`src/rtl/keccak_pkg.sv`:
```
// Shared Keccak types and constants: hash modes, absorb sequencer states,
// domain-separation suffixes and the per-mode rate in 64-bit lanes.
package keccak_pkg;

  localparam int MODE_SEL_WIDTH = 2;

  typedef enum logic [1:0] {
    SHA3_256 = 2'd0,
    SHA3_512 = 2'd1,
    SHAKE128 = 2'd2,
    SHAKE256 = 2'd3
  } keccak_mode;

  typedef enum logic [2:0] {
    AB_IDLE = 3'd0,
    AB_LOAD = 3'd1,
    AB_EMIT = 3'd2,
    AB_PAD  = 3'd3,
    AB_DONE = 3'd4
  } absorb_state;

  localparam logic [7:0] SHA3_SUFFIX   = 8'h06;
  localparam logic [7:0] SHAKE_SUFFIX  = 8'h1F;
  localparam logic [7:0] PAD_LAST_BYTE = 8'h80;

  function automatic logic [4:0] rate_lanes(input keccak_mode mode);
    case (mode)
      SHA3_256: rate_lanes = 5'd17;
      SHA3_512: rate_lanes = 5'd9;
      SHAKE128: rate_lanes = 5'd21;
      SHAKE256: rate_lanes = 5'd17;
      default:  rate_lanes = 5'd17;
    endcase
  endfunction

  function automatic logic [7:0] mode_suffix(input keccak_mode mode);
    case (mode)
      SHAKE128, SHAKE256: mode_suffix = SHAKE_SUFFIX;
      SHA3_256, SHA3_512: mode_suffix = SHA3_SUFFIX;
      default:            mode_suffix = SHA3_SUFFIX;
    endcase
  endfunction

endpackage

```
`src/rtl/keccak_lane_padder.sv`:
```
// Combinational lane padder: keeps the first nbytes message bytes, inserts the
// suffix right after them, and sets the final pad bit on the rate's last lane.
module keccak_lane_padder
  import keccak_pkg::*;
(
  input  logic [63:0] lane,
  input  logic [3:0]  nbytes,
  input  logic [7:0]  suffix,
  input  logic        is_last_lane,
  output logic [63:0] padded
);

  // Byte-wise merge; nbytes == 8 means a full data lane with no suffix.
  always_comb begin
    padded = '0;
    for (int b = 0; b < 8; b++) begin
      if (4'(b) < nbytes) begin
        padded[b*8 +: 8] = lane[b*8 +: 8];
      end else if (4'(b) == nbytes) begin
        padded[b*8 +: 8] = suffix;
      end else begin
        padded[b*8 +: 8] = 8'h00;
      end
    end
    if (is_last_lane) begin
      padded[63:56] = padded[63:56] | PAD_LAST_BYTE;
    end else begin
      padded[63:56] = padded[63:56];
    end
  end

endmodule

```
`src/rtl/keccak_absorb_packer.sv`:
```
// Keccak absorb front-end: packs a byte-masked message stream into 64-bit rate
// lanes, appending the domain suffix and pad10*1 padding with block sequencing.
module keccak_absorb_packer
  import keccak_pkg::*;
#(
  parameter int DWIDTH         = 256,
  parameter int LANE_SIZE      = 64,
  parameter int LANE_IDX_WIDTH = 5
) (
  input  logic                      clk,
  input  logic                      rst_n,
  input  logic                      start_i,
  input  logic [MODE_SEL_WIDTH-1:0] mode_i,
  input  logic [DWIDTH-1:0]         s_tdata_i,
  input  logic [DWIDTH/8-1:0]       s_tkeep_i,
  input  logic                      s_tvalid_i,
  input  logic                      s_tlast_i,
  output logic                      s_tready_o,
  output logic [LANE_SIZE-1:0]      lane_data_o,
  output logic [LANE_IDX_WIDTH-1:0] lane_idx_o,
  output logic                      lane_valid_o,
  input  logic                      lane_ready_i,
  output logic                      block_last_o,
  output logic                      msg_last_o,
  output logic                      busy_o
);

  localparam int LANES = DWIDTH / LANE_SIZE;
  localparam int KB_W  = $clog2(DWIDTH / 8 + 1);
  localparam int J_W   = $clog2(LANES + 1);

  absorb_state               state_r;
  keccak_mode                mode_r;
  logic [DWIDTH-1:0]         beat_r;
  logic [KB_W-1:0]           kbytes_r;
  logic                      tlast_r;
  logic [J_W-1:0]            cur_j_r;
  logic [LANE_IDX_WIDTH-1:0] lane_cnt_r;

  logic [KB_W-1:0]           kb_in_s;
  logic                      kb_run_s;
  logic [LANE_IDX_WIDTH-1:0] last_idx_s;
  logic [7:0]                suffix_s;
  logic                      lane_acc_s;
  logic                      cur_is_pad_s;
  logic                      to_load_s;
  logic                      at_end_s;
  logic [DWIDTH-1:0]         src_beat_s;
  logic [KB_W-1:0]           src_kb_s;
  logic                      src_last_s;
  logic [J_W-1:0]            gen_j_s;
  logic                      zero_mode_s;
  logic                      gen_now_s;
  logic [LANE_SIZE-1:0]      lane_src_s;
  logic                      gen_pad_lane_s;
  logic [3:0]                gen_nbytes_s;
  logic                      gen_msg_last_s;
  logic [LANE_SIZE-1:0]      padded_s;

  assign last_idx_s   = LANE_IDX_WIDTH'(rate_lanes(mode_r) - 5'd1);
  assign suffix_s     = mode_suffix(mode_r);
  assign lane_acc_s   = lane_valid_o && lane_ready_i;
  assign cur_is_pad_s = tlast_r && (KB_W'(cur_j_r) == (kbytes_r >> 3'd3));
  assign to_load_s    = !tlast_r && (cur_j_r == J_W'(LANES - 1));
  assign at_end_s     = (lane_cnt_r == last_idx_s);

  // Valid byte count is the run of ones from keep bit 0; anything past the first gap is dropped.
  always_comb begin
    kb_in_s  = '0;
    kb_run_s = 1'b1;
    for (int i = 0; i < DWIDTH / 8; i++) begin
      if (kb_run_s && s_tkeep_i[i]) begin
        kb_in_s = kb_in_s + KB_W'(1);
      end else begin
        kb_run_s = 1'b0;
      end
    end
  end

  // Pick the source of the next lane and classify it as data, pad lane or trailing zero lane.
  always_comb begin
    src_beat_s  = beat_r;
    src_kb_s    = kbytes_r;
    src_last_s  = tlast_r;
    gen_j_s     = cur_j_r + J_W'(1);
    zero_mode_s = 1'b0;
    gen_now_s   = 1'b0;
    case (state_r)
      AB_LOAD: begin
        src_beat_s = s_tdata_i;
        src_kb_s   = kb_in_s;
        src_last_s = s_tlast_i;
        gen_j_s    = '0;
        gen_now_s  = s_tvalid_i && s_tready_o;
      end
      AB_EMIT: begin
        zero_mode_s = cur_is_pad_s;
        gen_now_s   = lane_acc_s && !msg_last_o && (cur_is_pad_s || !to_load_s);
      end
      AB_PAD: begin
        zero_mode_s = 1'b1;
        gen_now_s   = lane_acc_s && !msg_last_o;
      end
      default: begin
        gen_now_s = 1'b0;
      end
    endcase
    lane_src_s = '0;
    for (int k = 0; k < LANES; k++) begin
      if (!zero_mode_s && (gen_j_s == J_W'(k))) begin
        lane_src_s = src_beat_s[k*LANE_SIZE +: LANE_SIZE];
      end else begin
        lane_src_s = lane_src_s;
      end
    end
    gen_pad_lane_s = !zero_mode_s && src_last_s && (KB_W'(gen_j_s) == (src_kb_s >> 3'd3));
    if (gen_pad_lane_s) begin
      gen_nbytes_s = {1'b0, src_kb_s[2:0]};
    end else begin
      gen_nbytes_s = 4'd8;
    end
    gen_msg_last_s = (gen_pad_lane_s || zero_mode_s) && at_end_s;
  end

  keccak_lane_padder u_padder (
    .lane         (lane_src_s),
    .nbytes       (gen_nbytes_s),
    .suffix       (suffix_s),
    .is_last_lane (gen_msg_last_s),
    .padded       (padded_s)
  );

  // Absorb sequencer: beat capture, state transitions and every registered output.
  always_ff @(posedge clk or negedge rst_n) begin
    if (!rst_n) begin
      state_r      <= AB_IDLE;
      mode_r       <= SHA3_256;
      beat_r       <= '0;
      kbytes_r     <= '0;
      tlast_r      <= 1'b0;
      cur_j_r      <= '0;
      lane_cnt_r   <= '0;
      s_tready_o   <= 1'b0;
      lane_valid_o <= 1'b0;
      lane_data_o  <= '0;
      lane_idx_o   <= '0;
      block_last_o <= 1'b0;
      msg_last_o   <= 1'b0;
      busy_o       <= 1'b0;
    end else begin
      case (state_r)
        AB_IDLE: begin
          if (start_i) begin
            state_r    <= AB_LOAD;
            mode_r     <= keccak_mode'(mode_i);
            lane_cnt_r <= '0;
            busy_o     <= 1'b1;
            s_tready_o <= 1'b1;
          end
        end
        AB_LOAD: begin
          if (s_tvalid_i && s_tready_o) begin
            beat_r     <= s_tdata_i;
            kbytes_r   <= kb_in_s;
            tlast_r    <= s_tlast_i;
            cur_j_r    <= '0;
            s_tready_o <= 1'b0;
            state_r    <= AB_EMIT;
          end
        end
        AB_EMIT: begin
          if (lane_acc_s) begin
            if (msg_last_o) begin
              state_r <= AB_DONE;
              busy_o  <= 1'b0;
            end else if (cur_is_pad_s) begin
              state_r <= AB_PAD;
            end else if (to_load_s) begin
              state_r    <= AB_LOAD;
              s_tready_o <= 1'b1;
            end else begin
              cur_j_r <= cur_j_r + J_W'(1);
            end
          end
        end
        AB_PAD: begin
          if (lane_acc_s && msg_last_o) begin
            state_r <= AB_DONE;
            busy_o  <= 1'b0;
          end
        end
        AB_DONE: begin
          state_r <= AB_IDLE;
        end
        default: begin
          state_r <= AB_IDLE;
        end
      endcase

      // The output slot refills on the same edge it drains, giving one lane per cycle.
      if (gen_now_s) begin
        lane_valid_o <= 1'b1;
        lane_data_o  <= padded_s;
        lane_idx_o   <= lane_cnt_r;
        block_last_o <= at_end_s;
        msg_last_o   <= gen_msg_last_s;
        lane_cnt_r   <= at_end_s ? '0 : lane_cnt_r + LANE_IDX_WIDTH'(1);
      end else if (lane_acc_s) begin
        lane_valid_o <= 1'b0;
        block_last_o <= 1'b0;
        msg_last_o   <= 1'b0;
      end
    end
  end

endmodule

```
`config.mk`:
```
export PLATFORM = sky130hd
export DESIGN_NAME = keccak_absorb_packer
export DESIGN_NICKNAME = d
export VERILOG_FILES = /design/src/rtl/keccak_pkg.sv /design/src/rtl/keccak_lane_padder.sv /design/src/rtl/keccak_absorb_packer.sv
export SDC_FILE = /design/constraint.sdc
export NUM_CORES = 1
export LEC_CHECK = 0
export CAP_MARGIN = 20
export CELL_PAD_IN_SITES_DETAIL_PLACEMENT = 1
export CELL_PAD_IN_SITES_GLOBAL_PLACEMENT = 2
export CORE_ASPECT_RATIO = 0.6
export CORE_MARGIN = 2
export CORE_UTILIZATION = 33
export CTS_BUF_LIST = sky130_fd_sc_hd__clkbuf_4 sky130_fd_sc_hd__clkbuf_8
export CTS_CLUSTER_SIZE = 28
export DETAILED_ROUTE_END_ITERATION = 10
export PLACE_DENSITY_LB_ADDON = 0.1
export SLEW_MARGIN = 30
export SYNTH_ARGS = -nofsm -noshare
export SYNTH_HDL_FRONTEND = slang
export SYNTH_HIERARCHICAL = 1
export SYNTH_SLANG_ARGS = --single-unit
```
`constraint.sdc`:
```
create_clock -name clk -period 4.31 [get_ports clk]
set_input_delay 0.862 -clock clk [delete_from_list [all_inputs] [get_ports clk]]
set_output_delay 0.862 -clock clk [all_outputs]
set_load 0.1 [all_outputs]
```
After elaboration in Yosys (flattened, before gate mapping)
Index checks and enable logic that the tools add are counted.
{ "classes": {"mux": 126, "addsub": 34, "n_lt_le_gt_ge": 8, "n_reduce_logical": 71, "eq_ne": 30} }
{ "ops": {"columns": ["cell", "n"], "rows": [
  ["2-to-1 mux 256 bit", 1],
  ["2-to-1 mux 64 bit", 4],
  ["2-to-1 mux 6 bit", 32],
  ["adder 6 x 1 -> 6 bit, second input constant", 31],
  ["2-to-1 mux 8 bit", 17],
  ["2-to-1 mux 1 bit", 46],
  ["logical AND 1 bit", 45],
  ["2-to-1 mux 3 bit", 13],
  ["2-to-1 mux 5 bit", 4],
  ["inequality test 2 bit, second input constant", 9],
  ["equality test 3 x 4 -> 1 bit, first input constant", 4],
  ["< comparator 3 x 4 -> 1 bit, first input constant", 4],
  ["case mux 8 bit (2 select lines)", 1],
  ["equality test 3 x 2 -> 1 bit, second input constant", 5],
  ["case mux 5 bit (3 select lines)", 1],
  ["case mux 3 bit (4 select lines)", 1],
  ["AND reduction 5 bit", 2],
  ["case mux 1 bit (3 select lines)", 3],
  ["equality test 2 x 4 -> 1 bit, first input constant", 2],
  ["< comparator 1 x 4 -> 1 bit, first input constant", 2],
  ["< comparator 2 x 4 -> 1 bit, first input constant", 2],
  ["nonzero test 2 bit", 4],
  ["AND reduction 7 bit", 1],
  ["equality test 3 x 1 -> 1 bit, second input constant", 2],
  ["other kinds (21)", 33]
]} }
{ "word_totals": {"elab_cells": 283, "out_inout_bits": 74, "regBits": 350, "input_bits": 296} }

Longest topological paths before layout
{ "depth": {"ltp_word": 71, "depth_mapped": 79, "mapped_depth_nobuf": 75} }

By module
Netlist, hierarchy kept.
{ "modules_own_cells": {"columns": ["mod", "instances", "area_per_inst_um2", "seq_area_each_um2", "cells_each"], "rows": [
  ["keccak_absorb_packer", 1, 21214.1, 8758.4, 2451],
  ["keccak_lane_padder", 1, 1154.9, 0.0, 159]
]} }

Worst setup path after synthesis
No wires, ideal clock.
{ "synth_path": {"path_kind": "input to register", "start": "input s_tkeep_i[2]", "end": "register lane_data_o[0]", "arrival_time_ns": 14.213, "required_time_ns": 4.185, "setup_ns": 0.125, "n_path_buf": 3, "setup_slack_ns": -10.028, "cell_stages": 76, "path_cell_list": "buf_2 inv_1 a21boi_0 ha_1 o31a_1 ha_1 nand2_1 a31oi_1 ha_1 o21a_1 ha_1 nand2b_1 a31o_2 o211ai_1 o21ai_0 ha_1 nand2_1 a21boi_0 [... 40 more ...] o21ai_0 a21oi_1 ha_1 nand2_1 xor2_1 xor2_1 nor2_1 o21ai_0 a21oi_1 a31o_2 mux2i_1 xnor2_1 nor2_2 o211a_1 buf_6 nor4_4 mux2_2 mux2_2"} }
{ "synth_between": {"elab_chain_cells": 67, "elab_cells_between_ends": 126, "classes_between": "add/sub (29); order compare (1); eq/ne (1); mux (63); reduce/logical (32)"} }
{ "synth_rtl": {"columns": ["item", "line", "text"], "rows": [
  ["start, declared", "keccak_absorb_packer.sv:15", "input logic [DWIDTH/8-1:0] s_tkeep_i,"],
  ["logical AND 1 bit (*)", "keccak_absorb_packer.sv:72", "if (kb_run_s && s_tkeep_i[i]) begin"],
  ["2-to-1 mux 6 bit / 2-to-1 mux 1 bit (equally long branches)", "keccak_absorb_packer.sv:72", null],
  ["adder 6 x 1 -> 6 bit / logical AND 1 bit (equally long branches)", "keccak_absorb_packer.sv:73, keccak_absorb_packer.sv:72", null],
  ["2-to-1 mux 6 bit / 2-to-1 mux 1 bit (equally long branches)", "keccak_absorb_packer.sv:72", null],
  ["adder 6 x 1 -> 6 bit / logical AND 1 bit (equally long branches)", "keccak_absorb_packer.sv:73, keccak_absorb_packer.sv:72", null],
  ["2-to-1 mux 6 bit / 2-to-1 mux 1 bit (equally long branches)", "keccak_absorb_packer.sv:72", null],
  ["adder 6 x 1 -> 6 bit / logical AND 1 bit (equally long branches)", "keccak_absorb_packer.sv:73, keccak_absorb_packer.sv:72", null],
  ["2-to-1 mux 6 bit / 2-to-1 mux 1 bit (equally long branches)", "keccak_absorb_packer.sv:72", null],
  ["[... 52 more ...]", null, null],
  ["2-to-1 mux 6 bit (*)", "keccak_absorb_packer.sv:88", "case (state_r)"],
  ["equality test 3 bit", "keccak_absorb_packer.sv:116", "gen_pad_lane_s = !zero_mode_s && src_last_s && (KB_W'(gen_j_s) == (src_kb_s >> 3'd3));"],
  ["logical AND 1 bit", "keccak_absorb_packer.sv:116", null],
  ["2-to-1 mux 4 bit (*)", "keccak_absorb_packer.sv:117", "if (gen_pad_lane_s) begin"],
  ["named net gen_nbytes_s[2]", "keccak_absorb_packer.sv:56", "logic [3:0] gen_nbytes_s;"],
  ["parallel branches: the longest is 2 deep, another holds < comparator 1 x 4 -> 1 bit", null, null],
  ["2-to-1 mux 8 bit (*)", "keccak_lane_padder.sv:17", "if (4'(b) < nbytes) begin"],
  ["named net padded_s[0]", "keccak_absorb_packer.sv:58", "logic [LANE_SIZE-1:0] padded_s;"],
  ["end signal, assigned", "keccak_absorb_packer.sv:203", "lane_data_o <= padded_s;"],
  ["end, declared", "keccak_absorb_packer.sv:19", "output logic [LANE_SIZE-1:0] lane_data_o,"]
]} }
Mark *: on every way through the listed nets, which the timed path passes.
A chain may end at the register's enable or synchronous reset.

Worst setup path after layout
{ "layout_path": {"start": "input s_tkeep_i[1]", "end": "register lane_data_o[3]"} }
{ "layout_between": {"elab_chain_cells": 69, "elab_cells_between_ends": 130, "classes_between": "add/sub (30); order compare (1); eq/ne (1); mux (65); reduce/logical (33)"} }
{ "layout_rtl": {"columns": ["item", "line"], "rows": [
  ["logical AND 1 bit (*)", "keccak_absorb_packer.sv:72"],
  ["2-to-1 mux 6 bit / 2-to-1 mux 1 bit (equally long branches)", "keccak_absorb_packer.sv:72"],
  ["adder 6 x 1 -> 6 bit / logical AND 1 bit (equally long branches)", "keccak_absorb_packer.sv:73, keccak_absorb_packer.sv:72"],
  ["2-to-1 mux 6 bit / 2-to-1 mux 1 bit (equally long branches)", "keccak_absorb_packer.sv:72"],
  ["adder 6 x 1 -> 6 bit / logical AND 1 bit (equally long branches)", "keccak_absorb_packer.sv:73, keccak_absorb_packer.sv:72"],
  ["2-to-1 mux 6 bit / 2-to-1 mux 1 bit (equally long branches)", "keccak_absorb_packer.sv:72"],
  ["adder 6 x 1 -> 6 bit / logical AND 1 bit (equally long branches)", "keccak_absorb_packer.sv:73, keccak_absorb_packer.sv:72"],
  ["2-to-1 mux 6 bit / 2-to-1 mux 1 bit (equally long branches)", "keccak_absorb_packer.sv:72"],
  ["[... 54 more ...]", null],
  ["2-to-1 mux 6 bit (*)", "keccak_absorb_packer.sv:88"],
  ["equality test 3 bit", "keccak_absorb_packer.sv:116"],
  ["logical AND 1 bit", "keccak_absorb_packer.sv:116"],
  ["2-to-1 mux 4 bit (*)", "keccak_absorb_packer.sv:117"],
  ["named net gen_nbytes_s[2]", "keccak_absorb_packer.sv:56"],
  ["parallel branches: the longest is 2 deep, another holds < comparator 1 x 4 -> 1 bit", null],
  ["2-to-1 mux 8 bit (*)", "keccak_lane_padder.sv:17"],
  ["named net padded_s[3]", "keccak_absorb_packer.sv:58"]
]} }
Marks and branches as above.

==> impl_metrics.env <==
export IMPL_r2r_start="cur_j_r[0]"
export IMPL_number_of_global_route_vias_before_repair=23500
export IMPL_critPathKind="input pin to flop"
export IMPL_path_depth_of_the_worst_reg2reg_path=11
export IMPL_critical_path_reg2reg_endpoint="lane_data_o[61]"
export IMPL_setup_violations=70
export IMPL_skew_ps=36.5
export IMPL_die_width_um=340
export IMPL_placedCellCount=4049
export IMPL_post_drt_via_cell_ratio=5.20
export IMPL_ys_warn_count=6
export IMPL_antenna_violating_nets_post_route=0
export IMPL_setup_ws_ps=-9240
export IMPL_timing_critical_path_fanout_max=7
export IMPL_initial_antenna_violation_count=14
export IMPL_async_set_reset_flop_share_out_of_synthesis=1.00
export IMPL_worst_pin_slew_ps=1050
export IMPL_dp_hpwl_um=66200
export IMPL_clk_path_buf_depth=3
export IMPL_slew_violations=0
export IMPL_grt_first_pass_wirelength_um=141000
export IMPL_timing_reg2reg_setup_slack_ps=380
export IMPL_synth_distinct_cells=90
export IMPL_detailed_place_area_sq_mm=0.0292
export IMPL_synth_cells=2610
export IMPL_final_min_clock_period_ps=13550
export IMPL_layout_cell_area_non_filler_sq_mm=0.0318
export IMPL_final_min_period_over_clock_period=3.14
export IMPL_place_gp_congestion=0.865
export IMPL_filler_cell_count=7682
export IMPL_grt_total_usage=0.259
export IMPL_core_outline_area_sq_mm=0.0667
export IMPL_critical_path_max_stage_delay_ps=310
export IMPL_timing_hold_violations_final=0
export IMPL_worst_hold_slack_ps=164
export IMPL_finalNetCount=3601
export IMPL_violations="setup timing"
export IMPL_arrival_ps=14080
export IMPL_total_leakage_power_nw=14.5
export IMPL_clockRootBuffer="sky130_fd_sc_hd__clkbuf_8"
export IMPL_timing_critical_path_from_type="input pin"
export IMPL_postSynthAreaPerCell_sq_um=8.57
export IMPL_p_per_area_mw_per_mm2=622
export IMPL_synthFlopType="sky130_fd_sc_hd__dfrtp_1"
export IMPL_max_freq_ghz=0.0738
export IMPL_synth_seq_cells=350
export IMPL_dieArea_sq_mm=0.0700
export IMPL_critPathRequiredTime_ps=4850
export IMPL_netlist_area_pre_place_sq_mm=0.0224
export IMPL_drt_first_iter_violations=1099
export IMPL_seq_area_frac_synth=0.392
export IMPL_placement_rows=73
export IMPL_floorplan_die_height_um=206
export IMPL_ports=370
export IMPL_postRouteWirelength_um=91700
export IMPL_vdd_drop_max_uv=789
export IMPL_grt_setup_unrepaired="yes"
export IMPL_post_route_cells_drive_above_1_share=0.238
export IMPL_post_synth_edffs=0
export IMPL_multi_input_comb_area_sq_mm=0.0138
export IMPL_timing_max_cap_violations=0
export IMPL_initial_utilization=0.335
export IMPL_min_delay_path_class="input pin to async pin"
export IMPL_critical_path_endpoint_type="flop"
export IMPL_grt_start_max_net_pins=162
export IMPL_drc_errors=0
export IMPL_tritoncts_clock_tree="built"
export IMPL_detail_route_first_pass_iterations=5
export IMPL_cts_reportedPaths_clkPinSlew_ps=70
export IMPL_htree_num_levels=2
export IMPL_area_growth_synth_to_final_pct=42.3
export IMPL_detailroute_via_count=22000
export IMPL_grt_overflow_total=0
export IMPL_clk_insertion_delay_late_ps=680
export IMPL_numPortBuffers=369
export IMPL_routed_length_per_placed_instance_um=21.7
export IMPL_worst_path_max_delay_cell="sky130_fd_sc_hd__o31a_1"
export IMPL_timing_max_slew_rel_slack=0.299
export IMPL_area_sequential_sq_mm=0.00876
export IMPL_tritoncts_num_sinks=350
export IMPL_layout_cells_non_filler=4224
export IMPL_cts_made_buffers=58
export IMPL_status="finished with violations"
-- per-layer routing --
layer,global-route usage,vias to the layer above,share of wire
li1,-,10300,-
met2,0.407,393,0.45
met4,0.0525,16,0.018
met3,0.0470,117,0.046
met5,0,-,0.0013
met1,0.373,11100,0.49
-- where the power goes --
group | switching (mW) | leakage [nW] | internal (mW)
Sequential | 0.873 | 4.48 | 4.70
Combinational | 6.77 | 9.35 | 4.14
Clock | 1.51 | 0.688 | 1.81
Total | 9.15 | 14.5 | 10.7
-- cell usage after synthesis, drive strengths merged (5+ instances only) --
master / instances / share of area
xnor2: 38 / 0.020
nand2b: 17 / 0.0048
o21a: 55 / 0.018
o221ai: 54 / 0.021
o22ai: 25 / 0.0070
ha: 33 / 0.018
and4: 6 / 0.0024
inv: 43 / 0.0072
a22o: 25 / 0.0098
o211ai: 10 / 0.0036
o21ai: 156 / 0.035
nor2b: 9 / 0.0025
nor3: 31 / 0.0082
a221o: 9 / 0.0040
mux2: 84 / 0.042
nand4: 13 / 0.0046
and2: 8 / 0.0022
nor4b: 10 / 0.0046
mux4: 43 / 0.043
a21boi: 10 / 0.0034
or3: 11 / 0.0031
nor4: 12 / 0.0047
or2: 10 / 0.0028
nor3b: 6 / 0.0020
a31oi: 9 / 0.0025
buf: 34 / 0.0083
dfrtp: 350 / 0.39
clkbuf: 133 / 0.022
mux2i: 120 / 0.054
xor2: 38 / 0.017
nand2: 936 / 0.16
and3: 11 / 0.0031
a21o: 5 / 0.0017
nand3: 39 / 0.0087
nor2: 101 / 0.017
a21oi: 51 / 0.012
a31o: 5 / 0.0020
-- layout make-up --
| class | instances | area share |
|---|---|---|
| Antenna cell | 6 | 0.000472 |
| Clock buffer | 101 | 0.0394 |
| Clock inverter | 5 | 0.00122 |
| Inverter | 43 | 0.00515 |
| Multi-Input combinational cell | 2083 | 0.433 |
| Sequential cell | 350 | 0.275 |
| Tap cell | 900 | 0.0354 |
| Timing Repair Buffer | 736 | 0.210 |
-- logic make-up after synthesis --
family	count (synthesis)	share of synthesized area
fa+ha+maj	34	0.0189
simple gates	1241	0.237
xor+xnor	78	0.0397
mux	247	0.139
compound gates	448	0.135
flops	350	0.392
other cells	2	0.000336
buf+inv	210	0.0378
-- timing repair --
item	CTS	global route
buffers inserted	53	18
hold buffers	0	0
gates resized for setup	121	64
pin swaps	67	68
endpoints found under the setup margin	71	71
cloned	1	0
-- how the worst max path moves through the flow --
stage | start | to | slack, ps | depth (start not counted)
after floorplan | s_tkeep_i[2] | lane_data_o[0] | -9100 | 76
after global placement | s_tkeep_i[2] | lane_data_o[40] | -10070 | 76
after CTS | s_tkeep_i[2] | lane_data_o[0] | -8880 | 77
after global routing | s_tkeep_i[1] | lane_data_o[5] | -9970 | 79
final | s_tkeep_i[1] | lane_data_o[3] | -9240 | 82
after detailed placement | s_tkeep_i[1] | lane_data_o[41] | -10610 | 76
-- sequential cells by signal (all words and copies together), names as in the netlist --
name / flops
msg_last_o: 1
busy_o: 1
lane_cnt_r: 5
s_tready_o: 1
tlast_r: 1
beat_r: 256
lane_data_o: 64
block_last_o: 1
mode_r: 2
lane_idx_o: 5
kbytes_r: 6
state_r: 3
cur_j_r: 3
lane_valid_o: 1
-- critical path: cells and delay by family --
kind            cells  cell delay (ps)
compound gates     32             4910
xor+xnor            3              530
fa+ha+maj          13             3270
buf+inv            12             1580
mux                 8             1550
simple gates       14             1320
-- layout by cell type, fill, tap and decap left out, types with 10 or more instances in the layout --
cell type	synthesis	layout
sky130_fd_sc_hd__conb_1	2	35
sky130_fd_sc_hd__clkbuf_8	0	79
sky130_fd_sc_hd__inv_1	43	41
sky130_fd_sc_hd__mux2_2	84	38
sky130_fd_sc_hd__nand2_1	932	922
sky130_fd_sc_hd__buf_12	0	23
sky130_fd_sc_hd__buf_6	4	19
sky130_fd_sc_hd__o21ai_2	1	12
sky130_fd_sc_hd__o22ai_1	25	25
sky130_fd_sc_hd__clkbuf_4	0	22
sky130_fd_sc_hd__clkdlybuf4s50_1	0	327
sky130_fd_sc_hd__o21a_1	55	55
sky130_fd_sc_hd__buf_4	2	321
sky130_fd_sc_hd__o21ai_1	6	12
sky130_fd_sc_hd__a22o_1	25	25
sky130_fd_sc_hd__xnor2_1	28	24
sky130_fd_sc_hd__mux4_2	43	43
sky130_fd_sc_hd__and3_1	11	10
sky130_fd_sc_hd__o21ai_0	149	130
sky130_fd_sc_hd__ha_4	0	10
sky130_fd_sc_hd__or3_1	11	11
sky130_fd_sc_hd__o221ai_1	54	48
sky130_fd_sc_hd__mux2_4	0	46
sky130_fd_sc_hd__nand4_1	11	11
sky130_fd_sc_hd__ha_1	33	22
sky130_fd_sc_hd__nand2b_1	17	15
sky130_fd_sc_hd__nor2_1	100	94
sky130_fd_sc_hd__buf_2	16	37
sky130_fd_sc_hd__mux2i_1	120	117
sky130_fd_sc_hd__dfrtp_1	350	348
sky130_fd_sc_hd__nand3_1	39	37
sky130_fd_sc_hd__xor2_1	35	29
sky130_fd_sc_hd__a21oi_1	50	41
sky130_fd_sc_hd__nor3_1	28	27
-- per-stage QoR --
step / worst slack (ps) / utilization / power (mW) / setup TNS [ps]
detailed placement: -10610 / 0.438 / 16.2 / -725100
global placement: -10070 / 0.441 / 16.0 / -688150
CTS: -8880 / 0.471 / 19.9 / -604530
finish: -9240 / 0.477 / 19.8 / -627940
floorplan: -9100 / - / 12.6 / -605320
global route: -9970 / 0.477 / 21.1 / -678770
Note: power is estimated with default switching activity, not from simulation.
